<file path="config.mk">
export PLATFORM = sky130hd
export DESIGN_NAME = multicycle_ctrl
export DESIGN_NICKNAME = d
export VERILOG_FILES = /design/src/rtl/multicycle_ctrl_pkg.sv /design/src/rtl/multicycle_ctrl_alu_decoder.sv /design/src/rtl/multicycle_ctrl.sv
export SDC_FILE = /design/constraint.sdc
export NUM_CORES = 1
export LEC_CHECK = 0
export CAP_MARGIN = 5
export CORE_MARGIN = 3
export CORE_UTILIZATION = 38
export CTS_CLUSTER_SIZE = 25
export DETAILED_ROUTE_END_ITERATION = 8
export GPL_ROUTABILITY_DRIVEN = 0
export PLACE_DENSITY = 0.92
export SYNTH_ARGS = -nofsm -noshare
export SYNTH_HDL_FRONTEND = slang
export SYNTH_SLANG_ARGS = --single-unit
</file>
<file path="constraint.sdc">
create_clock -name clk -period 2.18 [get_ports clk]
set_input_delay 0.218 -clock clk [delete_from_list [all_inputs] [get_ports clk]]
set_output_delay 0.218 -clock clk [all_outputs]
set_load 0.01 [all_outputs]
</file>
<file path="src/rtl/multicycle_ctrl_pkg.sv">
// Shared types and encodings for the multicycle RV32I control unit.
// States, opcode constants, ALU op codes and writeback source codes.
package multicycle_ctrl_pkg;

  typedef enum logic [2:0] {
    FETCH  = 3'd0,
    DECODE = 3'd1,
    EXEC   = 3'd2,
    MEM    = 3'd3,
    WB     = 3'd4,
    HALT   = 3'd5
  } state_t;

  localparam logic [6:0] OP_LOAD   = 7'h03;
  localparam logic [6:0] OP_IMM    = 7'h13;
  localparam logic [6:0] OP_AUIPC  = 7'h17;
  localparam logic [6:0] OP_STORE  = 7'h23;
  localparam logic [6:0] OP_REG    = 7'h33;
  localparam logic [6:0] OP_LUI    = 7'h37;
  localparam logic [6:0] OP_BRANCH = 7'h63;
  localparam logic [6:0] OP_JALR   = 7'h67;
  localparam logic [6:0] OP_JAL    = 7'h6F;

  // ALU codes are {funct7b5, funct3} for the RV32I ops
  localparam logic [3:0] ALU_ADD   = 4'b0000;
  localparam logic [3:0] ALU_SLL   = 4'b0001;
  localparam logic [3:0] ALU_SLT   = 4'b0010;
  localparam logic [3:0] ALU_SLTU  = 4'b0011;
  localparam logic [3:0] ALU_XOR   = 4'b0100;
  localparam logic [3:0] ALU_SRL   = 4'b0101;
  localparam logic [3:0] ALU_OR    = 4'b0110;
  localparam logic [3:0] ALU_AND   = 4'b0111;
  localparam logic [3:0] ALU_SUB   = 4'b1000;
  localparam logic [3:0] ALU_SRA   = 4'b1101;
  // LUI result is the immediate passed straight through
  localparam logic [3:0] ALU_PASSB = 4'b1111;

  localparam logic [1:0] RDS_ALU = 2'b00;
  localparam logic [1:0] RDS_MEM = 2'b01;
  localparam logic [1:0] RDS_PC4 = 2'b10;

endpackage

</file>
<file path="src/rtl/multicycle_ctrl_alu_decoder.sv">
// ALU operation decode for the multicycle control unit.
// Outside EXEC/WB the ALU only ever forms addresses, so it adds.
module alu_decoder
  import multicycle_ctrl_pkg::*;
(
  input  logic [6:0] opcode,
  input  logic [2:0] funct3,
  input  logic       funct7b5,
  input  logic [2:0] state,
  output logic [3:0] aluOp
);

  logic isAluState;
  logic sraBit;

  assign isAluState = (state == EXEC) || (state == WB);
  assign sraBit = funct7b5 & (funct3 == 3'b101);

  // Select ALU function from instruction class and funct fields
  always_comb begin
    aluOp = ALU_ADD;
    if (isAluState) begin
      unique case (1'b1)
        opcode == OP_REG: aluOp = {funct7b5, funct3};
        opcode == OP_IMM: aluOp = {sraBit, funct3};
        opcode == OP_LUI: aluOp = ALU_PASSB;
        default:          aluOp = ALU_ADD;
      endcase
    end
  end

endmodule

</file>
<file path="src/rtl/multicycle_ctrl.sv">
// Multicycle RV32I control FSM: FETCH/DECODE/EXEC/MEM/WB/HALT.
// Define MULTICYCLE_CTRL_INSTRET_EN to add the 32-bit instret counter.
module multicycle_ctrl
  import multicycle_ctrl_pkg::*;
(
  input  logic        clk,
  input  logic        rst_n,
  input  logic [6:0]  opcode,
  input  logic [2:0]  funct3,
  input  logic        funct7b5,
  input  logic        mem_ready,
  input  logic        br_taken,
  output logic        mem_req,
  output logic        mem_we,
  output logic        ir_write,
  output logic        pc_write,
  output logic        pc_src,
  output logic        ru_write,
  output logic [1:0]  ru_data_src,
  output logic        aluASrc,
  output logic        aluBSrc,
  output logic [3:0]  alu_op,
  output logic        illegal,
  output logic [2:0]  state_o
`ifdef MULTICYCLE_CTRL_INSTRET_EN
  ,
  output logic [31:0] instret
`endif
);

  state_t state;
  state_t nextState;
  logic   illegalQ;

  logic isLoad, isStore, isBranch, isJal, isJalr;
  logic isAuipc, isLui, isImm, isReg, isJump;
  logic supported, aSel, bSel;

  logic reqC, weC, irC, pcwC, pcsC, ruwC, aC, bC;
  logic [1:0] rdsC;

  assign isLoad   = opcode == OP_LOAD;
  assign isStore  = opcode == OP_STORE;
  assign isBranch = opcode == OP_BRANCH;
  assign isJal    = opcode == OP_JAL;
  assign isJalr   = opcode == OP_JALR;
  assign isAuipc  = opcode == OP_AUIPC;
  assign isLui    = opcode == OP_LUI;
  assign isImm    = opcode == OP_IMM;
  assign isReg    = opcode == OP_REG;
  assign isJump   = isJal | isJalr;

  assign supported = isLoad | isStore | isBranch
                   | isJump | isAuipc | isLui
                   | isImm | isReg;

  assign aSel = isAuipc | isJal | isBranch;
  assign bSel = isImm | isLoad | isStore | isLui
              | isAuipc | isJump;

  // State register and sticky illegal-opcode flag
  always_ff @(posedge clk or negedge rst_n) begin
    if (!rst_n) begin
      state    <= FETCH;
      illegalQ <= 1'b0;
    end else begin
      state <= nextState;
      if (state == DECODE && !supported)
        illegalQ <= 1'b1;
    end
  end

  // Next-state and control decode from state and IR fields
  always_comb begin
    nextState = state;
    reqC = 1'b0;
    weC  = 1'b0;
    irC  = 1'b0;
    pcwC = 1'b0;
    pcsC = 1'b0;
    ruwC = 1'b0;
    aC   = 1'b0;
    bC   = 1'b0;
    rdsC = RDS_ALU;
    unique case (state)
      FETCH: begin
        reqC = 1'b1;
        if (mem_ready) begin
          irC = 1'b1;
          nextState = DECODE;
        end
      end
      DECODE: nextState = supported ? EXEC : HALT;
      EXEC: begin
        aC = aSel;
        bC = bSel;
        if (isLoad || isStore) begin
          nextState = MEM;
        end else if (isBranch) begin
          pcwC = 1'b1;
          pcsC = br_taken;
          nextState = FETCH;
        end else begin
          nextState = WB;
        end
      end
      MEM: begin
        reqC = 1'b1;
        weC  = isStore;
        if (mem_ready) begin
          pcwC = isStore;
          nextState = isStore ? FETCH : WB;
        end
      end
      WB: begin
        // ALU selects held so the jump target/result stays valid
        aC   = aSel;
        bC   = bSel;
        ruwC = 1'b1;
        pcwC = 1'b1;
        pcsC = isJump;
        rdsC = isLoad ? RDS_MEM : (isJump ? RDS_PC4 : RDS_ALU);
        nextState = FETCH;
      end
      HALT: nextState = HALT;
      default: nextState = FETCH;
    endcase
  end

  alu_decoder uAluDec (
    .opcode   (opcode),
    .funct3   (funct3),
    .funct7b5 (funct7b5),
    .state    (state),
    .aluOp    (alu_op)
  );

  // Reset kills enables at once, even mid-access
  assign mem_req     = rst_n & reqC;
  assign mem_we      = rst_n & weC;
  assign ir_write    = rst_n & irC;
  assign pc_write    = rst_n & pcwC;
  assign pc_src      = rst_n & pcsC;
  assign ru_write    = rst_n & ruwC;
  assign aluASrc     = rst_n & aC;
  assign aluBSrc     = rst_n & bC;
  assign ru_data_src = rst_n ? rdsC : RDS_ALU;
  assign illegal     = illegalQ;
  assign state_o     = state;

`ifdef MULTICYCLE_CTRL_INSTRET_EN
  // Retired-instruction counter, wraps naturally at 2^32
  always_ff @(posedge clk or negedge rst_n) begin
    if (!rst_n)
      instret <= 32'd0;
    else if (pc_write)
      instret <= instret + 32'd1;
  end
`endif

endmodule

</file>
==> flow_summary_export.csv <==
group,metric,value,unit
global_routing,first_global_vias,825,
sta,rsz0062_at_grt,"no",
floorplanning,core-area,1190,um2
sta,fin_crit,2040,ps
detailed_routing,route.detailed.drc,0,
critical_path,cp-endpoint,"ru_data_src[1]",
cts,htree_levels,1,
detailed_routing,drt_iter0_drc,19,
status,status,"finished clean",
min_path,min_path_type,"primary input to async pin",
cts,cts_tree,"done",
synthesis,synth-edff-count,0,
final_layout,drive_gt1_share,25.8,%
synthesis,yosysSeqAreaShare,19.3,%
place,hpwl,1580,um
detailed_routing,via_per_inst,5.94,
synthesis,synth_top_family_by_area,"simple AND/OR/NAND/NOR gates",
cts,numCtsBuffers,3,
final_layout,insertedDiodeCount,0,
cts,cts_hold_buf,0,
synthesis,synth_seq_cells,4,
cts,cts_buffer_depth,2,
floorplanning,fp.dieH,43.0,um
synthesis,syn_avg_cell_area,7.31,um2
global_routing,grt_first_pass_wirelength,3750,um
final_layout,final_cell_mix,"clkdlybuf4s50_1, buf_4, dlygate4sd2_1, nor2_1",
synthesis,synthDistinctLibCells,31,
global_routing,overflow,0,
synthesis,yosysWarnings,0,
synthesis,synth_xor_area_share,1.69,%
synthesis,synthSimpleGateAreaFrac,48.7,%
final_layout,layout.nets,137,
critical_path,rr_startpoint,"state_o[0]",
critical_path,critical_path_arrival,1820,ps
global_routing,grt_usage,26.3,%
sta,fmax,0.491,GHz
critical_path,path_class,"primary input to primary output",
sta,period_share,93.4,%
power_and_ir_drop,power.leakage,0.462,nW
synthesis,synth_compound_area_share,24.1,%
detailed_routing,wl_per_cell,16.6,um
job,maxCapViolations,0,
synthesis,synth.area.top_cells,"dfrtp_1, nor2b_1, a21oi_1",
cts,clk_pin_slew,40,ps
sta,hold_violations,0,
sta,tightest_slew,449,ps
sta,finalSetupViolCount,0,
synthesis,syn_inst,71,
detailed_routing,drtAntennaViolNets,0,
global_routing,grt_max_degree,13,
power_and_ir_drop,powerDensity,521,nW/um2
floorplanning,die_area,1850,um2
critical_path,crit_fanout,7,
synthesis,synthMuxAreaShare,0,%
detailed_routing,first_pass_iters,4,
place,placed_area,943,um2
synthesis,synth-main-ff-cell,"dfrtp_1",
synthesis,synth_fp_nets,86,
global_routing,grt_antenna_before_repair,0,
critical_path,r2r_slack,740,ps
floorplanning,dieWidth,43.0,um
synthesis,synth_fa_ha_area_share,1.93,%
final_layout,syn2layout_area_growth,92.0,%
cts,cts.sinks,4,
synthesis,async_reset_ff_share,100,%
final_layout,final_cell_area,997,um2
synthesis,synth_top_area_share,19.3,%
floorplanning,core.rowCount,12,
sta,slew_viol_final,0,
power_and_ir_drop,ir_drop,0.469,mV
critical_path,r2r_cells,3,
sta,fin_setup_tns,0,ps
sta,max_slew_margin,69.7,%
floorplanning,start_util,43.8,%
floorplanning,io-pin-count,33,
critical_path,endpoint_kind,"primary output",
synthesis,synth.largest_area_cell,"dfrtp_1",
detailed_routing,routed_wl,2230,um
critical_path,startpoint,"opcode[4]",
cts,cts_root_buf,"clkbuf_4",
sta,final.setup_skew,3.73,ps
cts,clock_latency,230,ps
critical_path,r2r-end,"state_o[2]",
final_layout,fill_cells,79,
critical_path,required,1960,ps
detailed_routing,dr_total_vias,796,
synthesis,synth_area,519,um2
critical_path,start_kind,"primary input",
place,numPortBuffers,32,
-- sequential cells by signal, indices dropped and copies added (netlist names) --
register,count
state_o,3
illegal,1
-- cell families after synthesis --
kind of cell / after synthesis
and+or+nand+nor: 41
buffers and inverters: 6
DFF: 4
adders and majority gates: 1
xor gates and xnor gates: 1
AOI/OAI and AO/OA: 18
-- report_power, final --
part	internal, mW	switching, mW	leakage, nW	total (mW)
Combinational	0.142	0.142	0.403	0.284
Clock	0.0616	0.0304	0.0138	0.0920
Sequential	0.0933	0.0501	0.0447	0.143
-- layer usage --
| metal | routed length (um) | vias to the layer above | track usage [%] |
|---|---|---|---|
| li1 | - | 365 | - |
| met1 | 908 | 370 | 33.1 |
| met2 | 1070 | 47 | 45.5 |
| met3 | 138 | 14 | 2.12 |
| met4 | 112 | 0 | 10.8 |
| met5 | 0 | - | 0 |
-- worst min path at each step --
stage | startpoint | to | slack [ps] | cells past startpoint
after CTS | rst_n | state_o[1] | 310 | 2
after global routing | rst_n | illegal | 340 | 2
final | rst_n | state_o[1] | 320 | 2
after global placement | illegal | illegal | 470 | 1
after detailed placement | illegal | illegal | 470 | 1
after floorplan | rst_n | illegal | -80 | 0
-- Yosys cell counts, types with 4 or more instances --
cell / count
dfrtp_1: 4
nor2b_1: 5
nor3_1: 4
a21oi_1: 6
nor2_1: 7
nand2_1: 5
nand2b_1: 4
inv_1: 5
nand3_1: 4
-- per-stage QoR --
stage	setup slack (ps)	utilization, %	instances	hold WS (ps)	power, mW
2_1_floorplan	537	-	71	-77.6	0.268
3_3_place_gp	-355	79.5	128	468	0.406
3_5_place_dp	-432	79.5	128	468	0.417
4_1_cts	-50.1	83.4	134	314	0.510
5_1_grt	31.9	84.1	134	338	0.560
6_report	144	84.1	134	322	0.520
-- worst max-delay path: stages --
cell,delay [ps]
dlygate4sd2_1,300
nand3b_1,220
buf_4,180
nor2_1,190
and3_1,180
clkdlybuf4s50_1,540
-- final cells by class --
cell class	instances	area, um2	area share, %
Sequential cell	4	100	10.0
Timing Repair Buffer	47	410	41.2
Multi-Input combinational cell	61	428	42.9
Inverter	5	18.8	1.88
Tap cell	14	17.5	1.76
Clock buffer	3	22.5	2.26
-- repair_timing --
item,CTS,global route
pin swaps,2,2
endpoints found under the setup margin,10,9
setup buffers,3,0
cloned,0,0
gates resized for setup,35,3
(Power assumes the default switching activity.)
